`config.mk`:
```
export PLATFORM = sky130hd
export DESIGN_NAME = if_id_skid
export DESIGN_NICKNAME = d
export VERILOG_FILES = /design/src/rtl/if_id_skid.sv
export SDC_FILE = /design/constraint.sdc
export NUM_CORES = 1
export LEC_CHECK = 0
export BUFFER_PORTS_ARGS = -buffer_cell sky130_fd_sc_hd__buf_2
export CELL_PAD_IN_SITES_DETAIL_PLACEMENT = 1
export CELL_PAD_IN_SITES_GLOBAL_PLACEMENT = 2
export CORE_MARGIN = 4
export CORE_UTILIZATION = 34
export DETAILED_ROUTE_END_ITERATION = 12
export PLACE_DENSITY_LB_ADDON = 0.1
export REMOVE_ABC_BUFFERS = 1
export SLEW_MARGIN = 20
export SYNTH_ARGS = -nofsm -noshare
export SYNTH_HDL_FRONTEND = slang
export SYNTH_SLANG_ARGS = --single-unit
```
`constraint.sdc`:
```
create_clock -name clk -period 3.7 [get_ports clk]
set_clock_uncertainty 0.05 [all_clocks]
set_input_delay 0.37 -clock clk [delete_from_list [all_inputs] [get_ports clk]]
set_output_delay 0.37 -clock clk [all_outputs]
set_load 0.1 [all_outputs]
```
`src/rtl/if_id_skid.sv`:
```
// rtl/if_id_skid.sv - IF/ID pipeline stage with valid/ready handshake, 1-entry skid, flush/halt and counters
module if_id_skid #(
    parameter int                 DATA_W    = 32,
    parameter int                 HITPOS_W  = 3,
    parameter int                 NUM_FLUSH = 4,
    parameter logic [DATA_W-1:0]  HALT_INS  = 'h0000_000C,
    parameter int                 CNT_W     = 16
) (
    input  logic                 clk,
    input  logic                 rst,
    input  logic [NUM_FLUSH-1:0] flush,
    input  logic                 halt,
    input  logic                 in_valid,
    output logic                 in_ready,
    input  logic [DATA_W-1:0]    Ins_i,
    input  logic [DATA_W-1:0]    PC_i,
    input  logic [DATA_W-1:0]    prepc_i,
    input  logic [HITPOS_W-1:0]  hitpos_i,
    input  logic                 hit_i,
    output logic                 out_valid,
    input  logic                 out_ready,
    output logic [DATA_W-1:0]    Ins_o,
    output logic [DATA_W-1:0]    PC_o,
    output logic [DATA_W-1:0]    prepc_o,
    output logic [HITPOS_W-1:0]  hitpos_o,
    output logic                 hit_o,
    output logic                 skid_full,
    output logic [CNT_W-1:0]     stall_cnt,
    output logic [CNT_W-1:0]     flush_cnt
);

    typedef enum logic [1:0] {S_EMPTY, S_FULL, S_SKID} state_t;

    typedef struct packed {
        logic [DATA_W-1:0]   ins;
        logic [DATA_W-1:0]   pc;
        logic [DATA_W-1:0]   prepc;
        logic [HITPOS_W-1:0] hitpos;
        logic                hit;
    } beat_t;

    state_t            state_q, state_d;
    beat_t             main_q, main_d;
    beat_t             skid_q, skid_d;
    beat_t             new_beat;
    logic [CNT_W-1:0]  stall_cnt_q, stall_cnt_d;
    logic [CNT_W-1:0]  flush_cnt_q, flush_cnt_d;
    logic              accept;
    logic              flush_any;

    assign flush_any = |flush;
    assign accept    = in_valid & in_ready;

    always_ff @(posedge clk) begin
        if (rst) begin
            state_q     <= S_EMPTY;
            main_q      <= '0;
            skid_q      <= '0;
            stall_cnt_q <= '0;
            flush_cnt_q <= '0;
        end else begin
            state_q     <= state_d;
            main_q      <= main_d;
            skid_q      <= skid_d;
            stall_cnt_q <= stall_cnt_d;
            flush_cnt_q <= flush_cnt_d;
        end
    end

    always_comb begin
        state_d = state_q;
        if (flush_any) begin
            state_d = S_EMPTY;
        end else begin
            case (state_q)
                S_EMPTY: if (accept) state_d = S_FULL;
                S_FULL: begin
                    if (out_ready && !accept)      state_d = S_EMPTY;
                    else if (!out_ready && accept) state_d = S_SKID;
                end
                S_SKID:  if (out_ready) state_d = S_FULL;
                default: state_d = S_EMPTY;
            endcase
        end
    end

    always_comb begin
        in_ready  = (state_q != S_SKID);
        out_valid = (state_q != S_EMPTY);
        skid_full = (state_q == S_SKID);
    end

    // main_q is kept all-zero whenever the stage is empty so a bubble decodes as a NOP
    always_comb begin
        new_beat = '{ins: (halt ? HALT_INS : Ins_i), pc: PC_i, prepc: prepc_i,
                     hitpos: hitpos_i, hit: hit_i};
        main_d   = main_q;
        skid_d   = skid_q;
        if (flush_any) begin
            main_d = '0;
            skid_d = '0;
        end else begin
            case (state_q)
                S_EMPTY: if (accept) main_d = new_beat;
                S_FULL: begin
                    if (out_ready)   main_d = accept ? new_beat : '0;
                    else if (accept) skid_d = new_beat;
                end
                S_SKID: begin
                    if (out_ready) begin
                        main_d = skid_q;
                        skid_d = '0;
                    end
                end
                default: begin
                    main_d = '0;
                    skid_d = '0;
                end
            endcase
        end
    end

    always_comb begin
        stall_cnt_d = stall_cnt_q;
        flush_cnt_d = flush_cnt_q;
        if (out_valid && !out_ready && (stall_cnt_q != '1))
            stall_cnt_d = stall_cnt_q + CNT_W'(1);
        if (flush_any && (flush_cnt_q != '1))
            flush_cnt_d = flush_cnt_q + CNT_W'(1);
    end

    assign Ins_o     = main_q.ins;
    assign PC_o      = main_q.pc;
    assign prepc_o   = main_q.prepc;
    assign hitpos_o  = main_q.hitpos;
    assign hit_o     = main_q.hit;
    assign stall_cnt = stall_cnt_q;
    assign flush_cnt = flush_cnt_q;

endmodule

```
=== Yosys cells after proc, flatten, opt, wreduce, memory -nomap -nowiden ===
Index checks and enable logic that the tools add are counted.

* Bits in registers: 234
* Input bits: 109
* Output and inout bits: 135
* Word-level logic and storage cells: 56

* $add $sub $neg: 2
* Equality and inequality tests: 11
* Mux-type cells: 14
* Bitwise operators: 2
* Reductions and logical operators: 14

{| class="wikitable"
|+ Operators by type and width
! cell !! number
|-
| 100-bit two-way mux || 6
|-
| 100-bit case mux with 3 select lines || 2
|-
| 16-bit by 1-bit adder with 16-bit output, second input constant || 2
|-
| 32-bit two-way mux || 1
|-
| 16-bit inequality test, second input constant || 2
|-
| 2-bit inequality test, second input constant || 6
|-
| 2-bit two-way mux || 4
|-
| 2-bit case mux with 3 select lines || 1
|-
| 3-bit AND reduction || 2
|-
| 1-bit logical AND || 5
|-
| 5-bit OR reduction || 1
|-
| 4-bit AND reduction || 1
|-
| 4-bit OR reduction || 1
|-
| 3-bit inequality test, second input constant || 1
|-
| 2-bit by 1-bit == test with 1-bit output, second input constant || 1
|-
| 2-bit == test, second input constant || 1
|-
| 1-bit zero test || 2
|-
| 2-bit zero test || 1
|-
| 2-bit nonzero test || 1
|-
| 1-bit bitwise AND || 1
|-
| 1-bit inverter || 1
|}

=== Depth between registers and ports, before layout ===
Gate-level depths: netlist (run 1).

* Depth after elaboration: 6
* Gate-level depth with buffers: 12
* Depth with buffers taken out: 9

=== Worst setup path before layout (run 1) ===
No wires, ideal clock.

* Kind: reg2reg
* Start point: register state_q[1]
* End point: register state_q[1]
* Library setup time: 0.114 ns
* Arrival: 3.841 ns
* Data required time: 3.536 ns
* Setup slack: -0.305 ns
* Cell stages (with the launch flop): 13
* Path buffers: 3
* Period minus slack after synthesis: 4.005 ns
* Cells stage by stage: dfxtp_1 clkbuf_2 inv_1 nor2_1 inv_1 buf_2 buf_1 nand2_1 ha_1 nand2b_1 a21oi_1 o22a_1 a2111oi_0

* Elaborated cells between the ends (all ways): 14
* Those cells by class: eq/ne: 6; mux: 2; bitwise: 1; reduce/logical: 5

{| class="wikitable"
|+ RTL lines
! what !! RTL line !! RTL
|-
| start: declaration || 42 || <nowiki>state_t state_q, state_d;</nowiki>
|-
| start signal: assignment || 62 || <nowiki>state_q <= state_d;</nowiki>
|-
| 2-bit == test (*) || n/a ||
|-
| net skid_full || 27 || <nowiki>output logic skid_full,</nowiki>
|-
| 2-bit inequality test (no line) || n/a ||
|-
| 3-bit AND reduction (no line) || n/a ||
|}

The timed path passes the listed nets; every way through them passes the cells marked *.
A chain may end at the register's enable or synchronous reset.

=== Final worst setup path (run 1) ===
* Start point: register state_q[1]
* End point: output port in_ready

* Word-level cells in the longest chain between the ends: 1

{| class="wikitable"
|+ Ends and longest elaborated chain
! what !! RTL line !! RTL
|-
| 2-bit inequality test || 88 || <nowiki>in_ready = (state_q != S_SKID);</nowiki>
|-
| end: declaration || 14 || <nowiki>output logic in_ready,</nowiki>
|}

No other way between the ends.

==> impl_results.md, run 1 <==
* Async set-reset flop share out of synthesis at 0%
* PortBufs at 243
* Required @ worst endpoint at 3.28 ns
* Total wire length at ~32 mm
* Die Area at approximately 33000 µm²
* Worst reg2reg path startpoint: state_q[1]
* Worst R2R End: prepc_o[29]
* Ys Warns at 0
* Crit share post-route at 76.1%
* # setup viols final at 0
* Power Dens Cells at ~450 nW/µm²
* Via count at 9341
* Most frequent cells after synthesis: nor2_1 (268), dfxtp_1 (234), mux2i_1 (102)
* Vias in the first global route at 9577
* Sequential share of the synthesized area at 45.5%
* CP Launch Type: flip-flop
* Syn Std Cell Area at 10300 µm²
* Fin util at 43.1%
* Placed cells at 1707
* Slew Viols, Final at 0
* Synth-to-Final Area Change at 24.5%
* Hold path start: PC_i[0]
* Final Hold Fails at 0
* Share of the synthesized area in the top cell type at between 40% and 50%
* EDFF count, synth at 0
* DP Area at 11800 µm²
* Largest cells by area after synthesis: dfxtp_1 (46%), mux2i_1 (9.9%), nor2_1 (9.8%)
* Antenna violations before repair at 8
* Core area at 29700 µm²
* Status: finished clean
* Post-DP HPWL at 20.3 mm
* Setup TNS at 0 ns
* Largest net degree at the start of global routing at 101
* Initial DRC Count at roughly 730
* Clock transition at path regs at around 0.06 ns
* Layout Nets at 1460
* CTS tree: built
* Post-Synth Adder-Cell Area at less than 1%
* Area leader, netlist: dfxtp_1
* Max Clk Rate at 355 MHz
* Simple-gate share of the synthesized area at 20.1%
* GRT Residual Overflow at 0
* Hold endpoint: PC_o[0]
* Sequential Area at 4690 µm²
* RePlAce Congestion at 0.753
* Fraction of synthesized cell area in xor and xnor cells at 0%
* CTS Sinks at approximately 230
* Layout cell share with drive strength beyond 1 at 24.9%
* R2R Setup Slk at 1.20 ns
* Maximum root-to-sink buffer count at 3
* Clk Latency, worst-skew pair at around 0.55 ns
* FF-to-FF path depth at 7
* Most common cell in the netlist: nor2_1
* CTS root buffer: clkbuf_16
* First-pass GRT wire length at 52.2 mm
* All-layer global routing usage at approximately a fifth
* Initial Util at 34.6%
* Crit end category: output port
* Fill cells at 3460
* Resized Gates After CTS at 0
* P_leak at 4.92 nW
* # H-tree levels at 1
* Post-synthesis mux area share at about 11%
* Largest family of logic cells by synthesized area: simple AND/OR/NAND/NOR gates
* Postcts setup bufs at 0
* Die H at around 180 µm
* Total power at 0.00575 W
* Post-synthesis cell type count at 54
* Gate Count Post-Synth at 1155
* RSZ-0062 raised after global routing: no
* Critical path class: reg2out
* Worst Tran Pin Value at around 1.1 ns
* CTS Buf Count at 29
* Hold Crit Class: in2reg
* Top FF cell, synth: dfxtp_1
* # Max-Cap Violations at 0
* Synthesized area per cell at between 8 and 9 µm²
* Cell area after layout at ~13000 µm²
* VDD IR max at 0.000276 V
* Avg Vias per Cell at 5.30
* #FFs+latches synth at 234
* Worst Hold Path Cells at 3
* Footprint of the multi-input gates at around 5000 µm²
* CP max FO at 29
* Detailed-route DRC error count at 0
* Hold_buf cts at 0
* Compound-gate portion of the synthesized area at 16.2%
* Fin crit period at 2.82 ns
* Drt first pass iters at 6
* Max-slew headroom at between 20% and 30%
* Top Ports at 244
* Finished Layout Cells at around 1800
* Row count at 63
* WP data arrival at 2.40 ns
* Number of routed nets with antenna violations at 0
* DR WL/cell at 18.2 µm
* Die width at 182 µm
## metal layers
layer | wire [µm] | part of all wire, % | GRT usage (%) | vias up
li1 | - | - | - | 4484
met1 | 14200 | 44 | 24.2 | 4548
met2 | 14600 | 45 | 30.6 | 245
met3 | 2690 | 8.4 | 6.43 | 50
met4 | 561 | 1.7 | 3.45 | 14
met5 | 73 | 0.23 | 0 | -
## stage by stage
stage,hold slack (ns),setup WS (ns)
floorplan,0.389,-5.36
global placement,0.422,1.29
detailed placement,0.434,1.21
CTS,0.00297,0.863
global route,0.00452,0.746
finish,0.0311,0.883
## layout make-up
type / instances / area share [%]
Clock buffer: 45 / 6.76
Timing Repair Buffer: 262 / 11.2
Tap cell: 390 / 3.81
Clock inverter: 9 / 0.694
Antenna cell: 1 / 0.0195
Inverter: 66 / 1.93
Multi-Input combinational cell: 755 / 39.0
Sequential cell: 234 / 36.6
## kinds of logic (layout without fill, tap and decap cells)
logic type      Yosys count  count (layout)
other cells               0               1
flops                   234             234
compound gates          200             200
buf+inv                 166             382
fa+ha+maj                 3               3
simple gates            437             437
mux                     115             115
## state kept, by name (all words and copies together) (netlist names)
signal	cells
Ins_o	32
stall_cnt	16
PC_o	32
flush_cnt	16
hitpos_o	3
skid_q	100
hit_o	1
state_q	2
prepc_o	32
## critical path: stages (launching register included)
cell and delay, ns:
dfxtp_2 0.47, inv_1 0.24, nor2_1 0.09, inv_1 0.16, buf_4 0.37, buf_2 0.51
## report_power, final
part           internal (W)  total, W  switching (W)
Sequential          0.00253   0.00254     0.00000883
Clock               0.00168   0.00280        0.00112
Combinational      0.000147  0.000407       0.000260
Total               0.00436   0.00575        0.00139
## cell usage in the layout, fill, tap and decap left out, drive strengths merged, types with 2 or more instances in the layout
master,n
nor2,268
buf,262
dfxtp,234
mux2i,102
inv,66
a222oi,56
and2,56
clkbuf,45
o32ai,44
a22oi,44
nand2b,35
a21oi,18
nand2,14
mux2,13
nor2b,11
or4,9
clkinv,8
nand4,7
o31ai,6
o41ai,6
nand3,6
nor4,6
a211oi,5
o21ai,5
or3,5
or2,4
nor3,4
and3,4
and4,3
o311ai,3
ha,3
nor4b,2
a41oi,2
## worst max-delay path by stage
stage,from,cells after the start,endpoint
after floorplan,state_q[1],4,skid_q[0]
after global placement,state_q[1],7,PC_o[27]
after detailed placement,state_q[1],7,PC_o[31]
after CTS,state_q[1],5,in_ready
after global routing,state_q[1],5,in_ready
final,state_q[1],5,in_ready
Power figures use the tool's default switching activity.
==> run 2, diff against run 1 <==
--- a/config.mk
+++ b/config.mk
@@ -9,7 +9,7 @@
 export CELL_PAD_IN_SITES_DETAIL_PLACEMENT = 1
 export CELL_PAD_IN_SITES_GLOBAL_PLACEMENT = 2
 export CORE_MARGIN = 4
-export CORE_UTILIZATION = 34
+export CORE_UTILIZATION = 32
 export DETAILED_ROUTE_END_ITERATION = 12
 export PLACE_DENSITY_LB_ADDON = 0.1
 export REMOVE_ABC_BUFFERS = 1
==> constraint.sdc (replaced) <==
create_clock -name clk -period 2.7 [get_ports clk]
set_clock_uncertainty 0.05 [all_clocks]
set_input_delay 0.27 -clock clk [delete_from_list [all_inputs] [get_ports clk]]
set_output_delay 0.27 -clock clk [all_outputs]
set_load 0.1 [all_outputs]
==> run 2 against run 1 <==
Utilization down 0.81 points. Largest power group unchanged. Setup slack worse by 0.71 ns. Sequential share of layout area down 1.6 points. Global-route usage down 0.63 points. Sequential cell count unchanged. Cell area up 4.5%. First-iteration DRC count down 24%. Register-to-register slack worse by 0.78 ns.
==> impl_results.md, run 2 (synthesis gave the netlist of run 1 again) <==
* Vias in the first global route at 9737 (+1.7%)
* Largest net degree at the start of global routing at 59 (-42%)
* Hold Crit Class: in2reg
* Fin crit period at 2.53 ns
* Hold_buf cts at 56 (+56)
* Power Dens Cells at 569 nW/µm² (+27%)
* CP max-delay cell: buf_4
* All-layer global routing usage at 18.1% (-0.63 points)
* Buffers & Inverters on Critical Path at 4 (unchanged)
* Die H at 187 µm (+2.9%)
* Top cell by count, worst path: inv_1
* Die width at 187 µm (+2.9%)
* Worst Hold Path Cells at 5 (+2)
* Finished Layout Cells at 1831 (+3.9%)
* Layout Nets at 1518 (+4.0%)
* Commonest non-fill, non-tap cell in the layout: nor2_1
* Resized Gates After CTS at 0 (unchanged)
* CTS root buffer: clkbuf_16
* Most frequent cells in the layout: nor2_1 (268), buf_2 (242), dfxtp_1 (233)
* Postcts setup bufs at 0 (unchanged)
* Avg Vias per Cell at 5.22 (-1.6%)
* Total power at 0.00761 W (+32%)
* First-pass GRT wire length at 53.6 mm (+2.9%)
* VDD IR max at 0.000420 V (+52%)
* RSZ-0062 raised after global routing: no
* # setup viols final at 0 (unchanged)
* CP max FO at 45 (+55%)
* Antenna violations before repair at 2 (-6)
* Final Hold Fails at 0 (unchanged)
* CTS Sinks at 234 (unchanged)
* Number of routed nets with antenna violations at 0 (unchanged)
* # H-tree levels at 1 (unchanged)
* Required @ worst endpoint at 2.38 ns (-0.90 ns)
* WP data arrival at 2.21 ns (-0.19 ns)
* CTS tree: built
* DR WL/cell at 18.1 µm (-0.59%)
* Layout cell share with drive strength beyond 1 at 23.7% (-1.2 points)
* Clock transition at path regs at 0.06 ns (about the same)
* Initial Util at 32.5% (-2.1 points)
* Largest Register: skid_q
* Max-slew headroom at 53.0% (+24 points)
* Status: finished clean
* Crit end category: output port
* PortBufs at 243 (unchanged)
* Post-DP HPWL at 20.2 mm (about the same)
* Top Ports at 244 (unchanged)
* CTS Buf Count at 28 (-3.4%)
* CP Launch Type: flip-flop
* Maximum root-to-sink buffer count at 3 (unchanged)
* Drt first pass iters at 6 (unchanged)
* # Max-Cap Violations at 0 (unchanged)
* RePlAce Congestion at 0.748 (-0.64%)
* GRT Residual Overflow at 0 (unchanged)
* Row count at 65 (+3.2%)
* Crit share post-route at 93.7%
* Via count at 9549 (+2.2%)
* Die Area at 35100 µm² (+6.0%)
* Cell depth of the worst setup path at 5 (unchanged)
* Initial DRC Count at 557 (-24%)
* Detailed-route DRC error count at 0 (unchanged)
* Placed cells at 1722 (+0.88%)
* Core area at 31600 µm² (+6.5%)
* Clk Latency, worst-skew pair at 0.54 ns (about the same)
* Max reg flops at 100 (unchanged)
* Critical path class: reg2out
* P_leak at 5.14 nW (+4.5%)
* Worst Tran Pin Value at 0.698 ns (-0.360 ns)
* Total wire length at 33.2 mm (+3.3%)
* Max Clk Rate at 395 MHz
* Slew Viols, Final at 0 (unchanged)
* Critical path, cell by cell: inv_1 > nor2_1 > inv_1 > buf_4 > buf_12
* Synth-to-Final Area Change at 30.0%
* Delay-heaviest family, CP: buffers and inverters
* Crit-path max cell delay at 0.53 ns (+0.02 ns)
* FF-to-FF path depth at 7 (unchanged)
## run 2: changes by cell type in the layout (fill, tap and decap cells not counted), sizes merged
cell / change
buf: +3
bufinv: -1
clkbuf: -1
clkinv: -1
clkinvlp: +1
diode: +1
dlygate4sd3: +56
inv: -1
## run 2: final cells by class
cell class / count / area (µm²)
repair buffers: 321 / 2080
flip-flops and latches: 234 / 4690
clock inverters: 7 / 48.8
clock buffers: 44 / 811
well taps: 402 / 503
inverters: 66 / 248
diodes: 2 / 5.00
multi-input cells: 755 / 4990
fillers: 3704 / 18300
## run 2: worst reg2reg max path: cells and delay by family, from the launching register on
family          cells  cell delay [ns]
compound gates      2             0.49
buf+inv             3             0.84
flops               1             0.51
simple gates        2             0.33
## run 2: worst paths after layout
kind / startpoint / end / slack (ns)
max: state_q[1] / in_ready / 0.17
max reg2reg: state_q[1] / prepc_o[19] / 0.42
min: Ins_i[2] / skid_q[70] / 0.06
min reg2reg: skid_q[80] / skid_q[80] / 0.44
## run 2: per-layer routing
metal | vias to the layer above | part of all wire [%] | global-route usage (%)
met5 | - | 0 | 0
met4 | 0 | 1.5 | 3.04
met3 | 33 | 6.6 | 5.11
met2 | 227 | 47 | 30.8
met1 | 4678 | 45 | 23.2
li1 | 4611 | - | -
## run 2: report_power, final
part | total (W) | internal (W) | switching (W)
sequential | 0.00348 | 0.00347 | 0.0000118
combinational | 0.000628 | 0.000256 | 0.000371
clock | 0.00351 | 0.00205 | 0.00145
## run 2: through the flow
stage               worst slack (ns)  hold WS (ns)  util (%)  setup TNS, ns  instance area [µm²]
finish                         0.171        0.0588      42.3              0                13400
global route                  0.0462        0.0539      42.3              0                13400
CTS                            0.144        0.0322      42.3              0                13400
detailed placement             0.454         0.435      37.8              0                12000
global placement               0.540         0.423      37.8              0                12000
floorplan                      -6.36         0.289         -       -1246.35                 9870
==> run 3, diff against run 2 <==
--- a/config.mk
+++ b/config.mk
@@ -5,12 +5,12 @@
 export SDC_FILE = /design/constraint.sdc
 export NUM_CORES = 1
 export LEC_CHECK = 0
-export BUFFER_PORTS_ARGS = -buffer_cell sky130_fd_sc_hd__buf_2
 export CELL_PAD_IN_SITES_DETAIL_PLACEMENT = 1
 export CELL_PAD_IN_SITES_GLOBAL_PLACEMENT = 2
 export CORE_MARGIN = 4
-export CORE_UTILIZATION = 32
+export CORE_UTILIZATION = 38
 export DETAILED_ROUTE_END_ITERATION = 12
+export DONT_BUFFER_PORTS = 1
 export PLACE_DENSITY_LB_ADDON = 0.1
 export REMOVE_ABC_BUFFERS = 1
 export SLEW_MARGIN = 20
==> constraint.sdc (replaced) <==
create_clock -name clk -period 2.4 [get_ports clk]
set_clock_uncertainty 0.05 [all_clocks]
set_input_delay 0.24 -clock clk [delete_from_list [all_inputs] [get_ports clk]]
set_output_delay 0.24 -clock clk [all_outputs]
set_load 0.1 [all_outputs]
==> run 3 against run 2 <==
Sequential share of layout area decreased by 0.23 points. Largest cell class unchanged. Utilization increased by 8.8 points. Total power increased by 13%. Non-clock buffer count decreased by 70. Cell area increased by 0.65%. First-iteration DRC count decreased by 10%. Final cell count decreased by 7.6%. Sequential power increased by 12%. Via count decreased by 2.4%. Register-to-register slack got worse by 0.28 ns. Largest power group unchanged. Critical endpoint is now flush_cnt[1].
==> impl_results.md, run 3 (synthesis gave the netlist of run 1 again) <==
* Clk Latency, worst-skew pair at 0.53 ns (about the same)
* Commonest non-fill, non-tap cell in the layout: nor2_1
* Final worst setup slack at 0.139 ns (-0.0317 ns)
* Synth-to-Final Area Change at 30.9%
* # setup viols final at 0 (unchanged)
* # diodes at 0 (-2)
* Required @ worst endpoint at 2.82 ns (+0.44 ns)
* Layout cell share with drive strength beyond 1 at 17.3% (-6.4 points)
* Busiest grt layer: met2
* All-layer global routing usage at 20.8% (+2.8 points)
* Layout Nets at 1448 (-4.6%)
* Worst Hold Path Cells at 4 (-1)
* Top Ports at 244 (unchanged)
* Max-slew headroom at 52.2% (-0.82 points)
* Final Hold Fails at 0 (unchanged)
* GR Util met2 at 35.1% (+4.4 points)
* Crit share post-route at 94.2%
* Dpl ws at 0.313 ns (-0.141 ns)
* Number of routed nets with antenna violations at 0 (unchanged)
* CP Launch Type: flip-flop
* Core area at 26400 µm² (-17%)
* Fin crit period at roughly 2.3 ns
* VDD IR max at 0.000467 V (+11%)
* RePlAce Congestion at 0.747 (-0.19%)
* Crit-path max cell delay at 0.55 ns (+0.02 ns)
* Post-DP HPWL at 19.4 mm (-4.1%)
* Slew Viols, Final at 0 (unchanged)
* Via count at 9322 (-2.4%)
* R2R Setup Slk at 0.14 ns (-0.28 ns)
* # H-tree levels at 1 (unchanged)
* Detailed-route DRC error count at 0 (unchanged)
* CP max FO at 11 (-76%)
* Total power at 0.00858 W (+13%)
* Largest Register: skid_q
* CTS tree: built
* Postcts setup bufs at 0 (unchanged)
* Fin util at 51.1% (+8.8 points)
* Total wire length at 32.5 mm (-2.1%)
* Die width at 173 µm (-7.9%)
* Avg Vias per Cell at 5.51 (+5.7%)
* Worst Tran Pin Value at 0.717 ns (+0.0187 ns)
* First-pass GRT wire length at 53.0 mm (-1.3%)
* Most frequent cells in the layout: nor2_1 (267), dfxtp_1 (233), buf_4 (147)
* Largest net degree at the start of global routing at 92 (+56%)
* Die H at 173 µm (-7.9%)
* Status: finished clean
* CP max-delay cell: dlygate4sd3_1
* Antenna violations before repair at 1 (-1)
* Crit end category: flip-flop
* Power Dens Cells at 637 nW/µm² (+12%)
* Clock transition at path regs at 0.06 ns (about the same)
* CTS Buf Count at 28 (unchanged)
* Die Area at 29800 µm² (-15%)
* Cell depth of the worst setup path at 6 (+1)
* FF-to-FF path depth at 6 (-1)
* P_leak at 4.86 nW (-5.4%)
* Critical path, cell by cell: nand4_1 > nor4_1 > buf_4 > o21ai_0 > a21oi_1 > dlygate4sd3_1
* Met3 usage at 5.70% (+0.58 points)
* # Max-Cap Violations at 0 (unchanged)
* Initial DRC Count at 500 (-10%)
* Row count at 59 (-9.2%)
* WP data arrival at 2.68 ns (+0.47 ns)
* Critical path class: reg2reg
* Hold Crit Class: in2reg
* GRT Residual Overflow at 0 (unchanged)
* CTS root buffer: clkbuf_16
* Maximum root-to-sink buffer count at 3 (unchanged)
* Grt met1 use at 26.7% (+3.4 points)
* Drt first pass iters at 6 (unchanged)
* Delay-heaviest family, CP: buffers and inverters
* Initial Util at 39.0% (+6.5 points)
* CTS Sinks at 234 (unchanged)
* Fill cells at 3025 (-18%)
* PortBufs at 0 (-100%)
* Buffers & Inverters on Critical Path at 2 (-2)
* DR WL/cell at 19.2 µm (+6.1%)
* Vias in the first global route at 9681 (-0.58%)
* Max Clk Rate at 442 MHz
* Max reg flops at 100 (unchanged)
* RSZ-0062 raised after global routing: no
[run 3: repair_timing]
| item | in CTS | in global routing |
|---|---|---|
| hold buffers | 94 | 0 |
| setup endpoints to repair | 1 | 1 |
| pin swaps | 0 | 0 |
| hold endpoints to repair | 174 | 0 |
| gates resized for setup | 1 | 3 |
[run 3: worst paths after layout]
| kind | end | startpoint |
|---|---|---|
| max | flush_cnt[1] | flush_cnt[5] |
| min | skid_q[81] | Ins_i[13] |
| max reg2reg | flush_cnt[1] | flush_cnt[5] |
| min reg2reg | skid_q[71] | skid_q[71] |
[run 3: power by group]
part	switching (W)	leakage, nW	internal (W)
Clock	0.00161	0.431	0.00238
Combinational	0.000390	2.55	0.000278
Sequential	0.0000120	1.89	0.00390
Total	0.00202	4.86	0.00656
[run 3: layer usage]
metal	part of all wire [%]	vias to the layer above
li1	-	4459
met1	44	4575
met2	47	239
met3	7.1	47
met4	2.1	2
met5	0.022	-
[run 3: worst register-to-register path, cell delays in order (launching register included)]
cell and delay [ns]:
dfxtp_1 0.40, nand4_1 0.27, nor4_1 0.44, buf_4 0.24, o21ai_0 0.10, a21oi_1 0.16, dlygate4sd3_1 0.55
[run 3: layout make-up]
class                   count  area (µm²)  share of cell area [%]
repair buffers            251        2240                    16.6
multi-input cells         755        5000                    37.1
inverters                  66         248                    1.84
clock buffers              44         842                    6.25
clock inverters             6        32.5                   0.242
flip-flops and latches    234        4690                    34.8
well taps                 335         419                    3.11
[run 3: metrics by stage]
| stage | hold WS (ns) | cell area, µm² | TNS, ns | cells |
|---|---|---|---|---|
| floorplan | 0.259 | 9870 | -1310.63 | 1055 |
| global placement | 0.267 | 11600 | 0 | 1547 |
| detailed placement | 0.269 | 11600 | 0 | 1547 |
| CTS | 0.00100 | 13500 | 0 | 1691 |
| global route | 0.0478 | 13500 | 0 | 1691 |
| finish | 0.0291 | 13500 | 0 | 1691 |
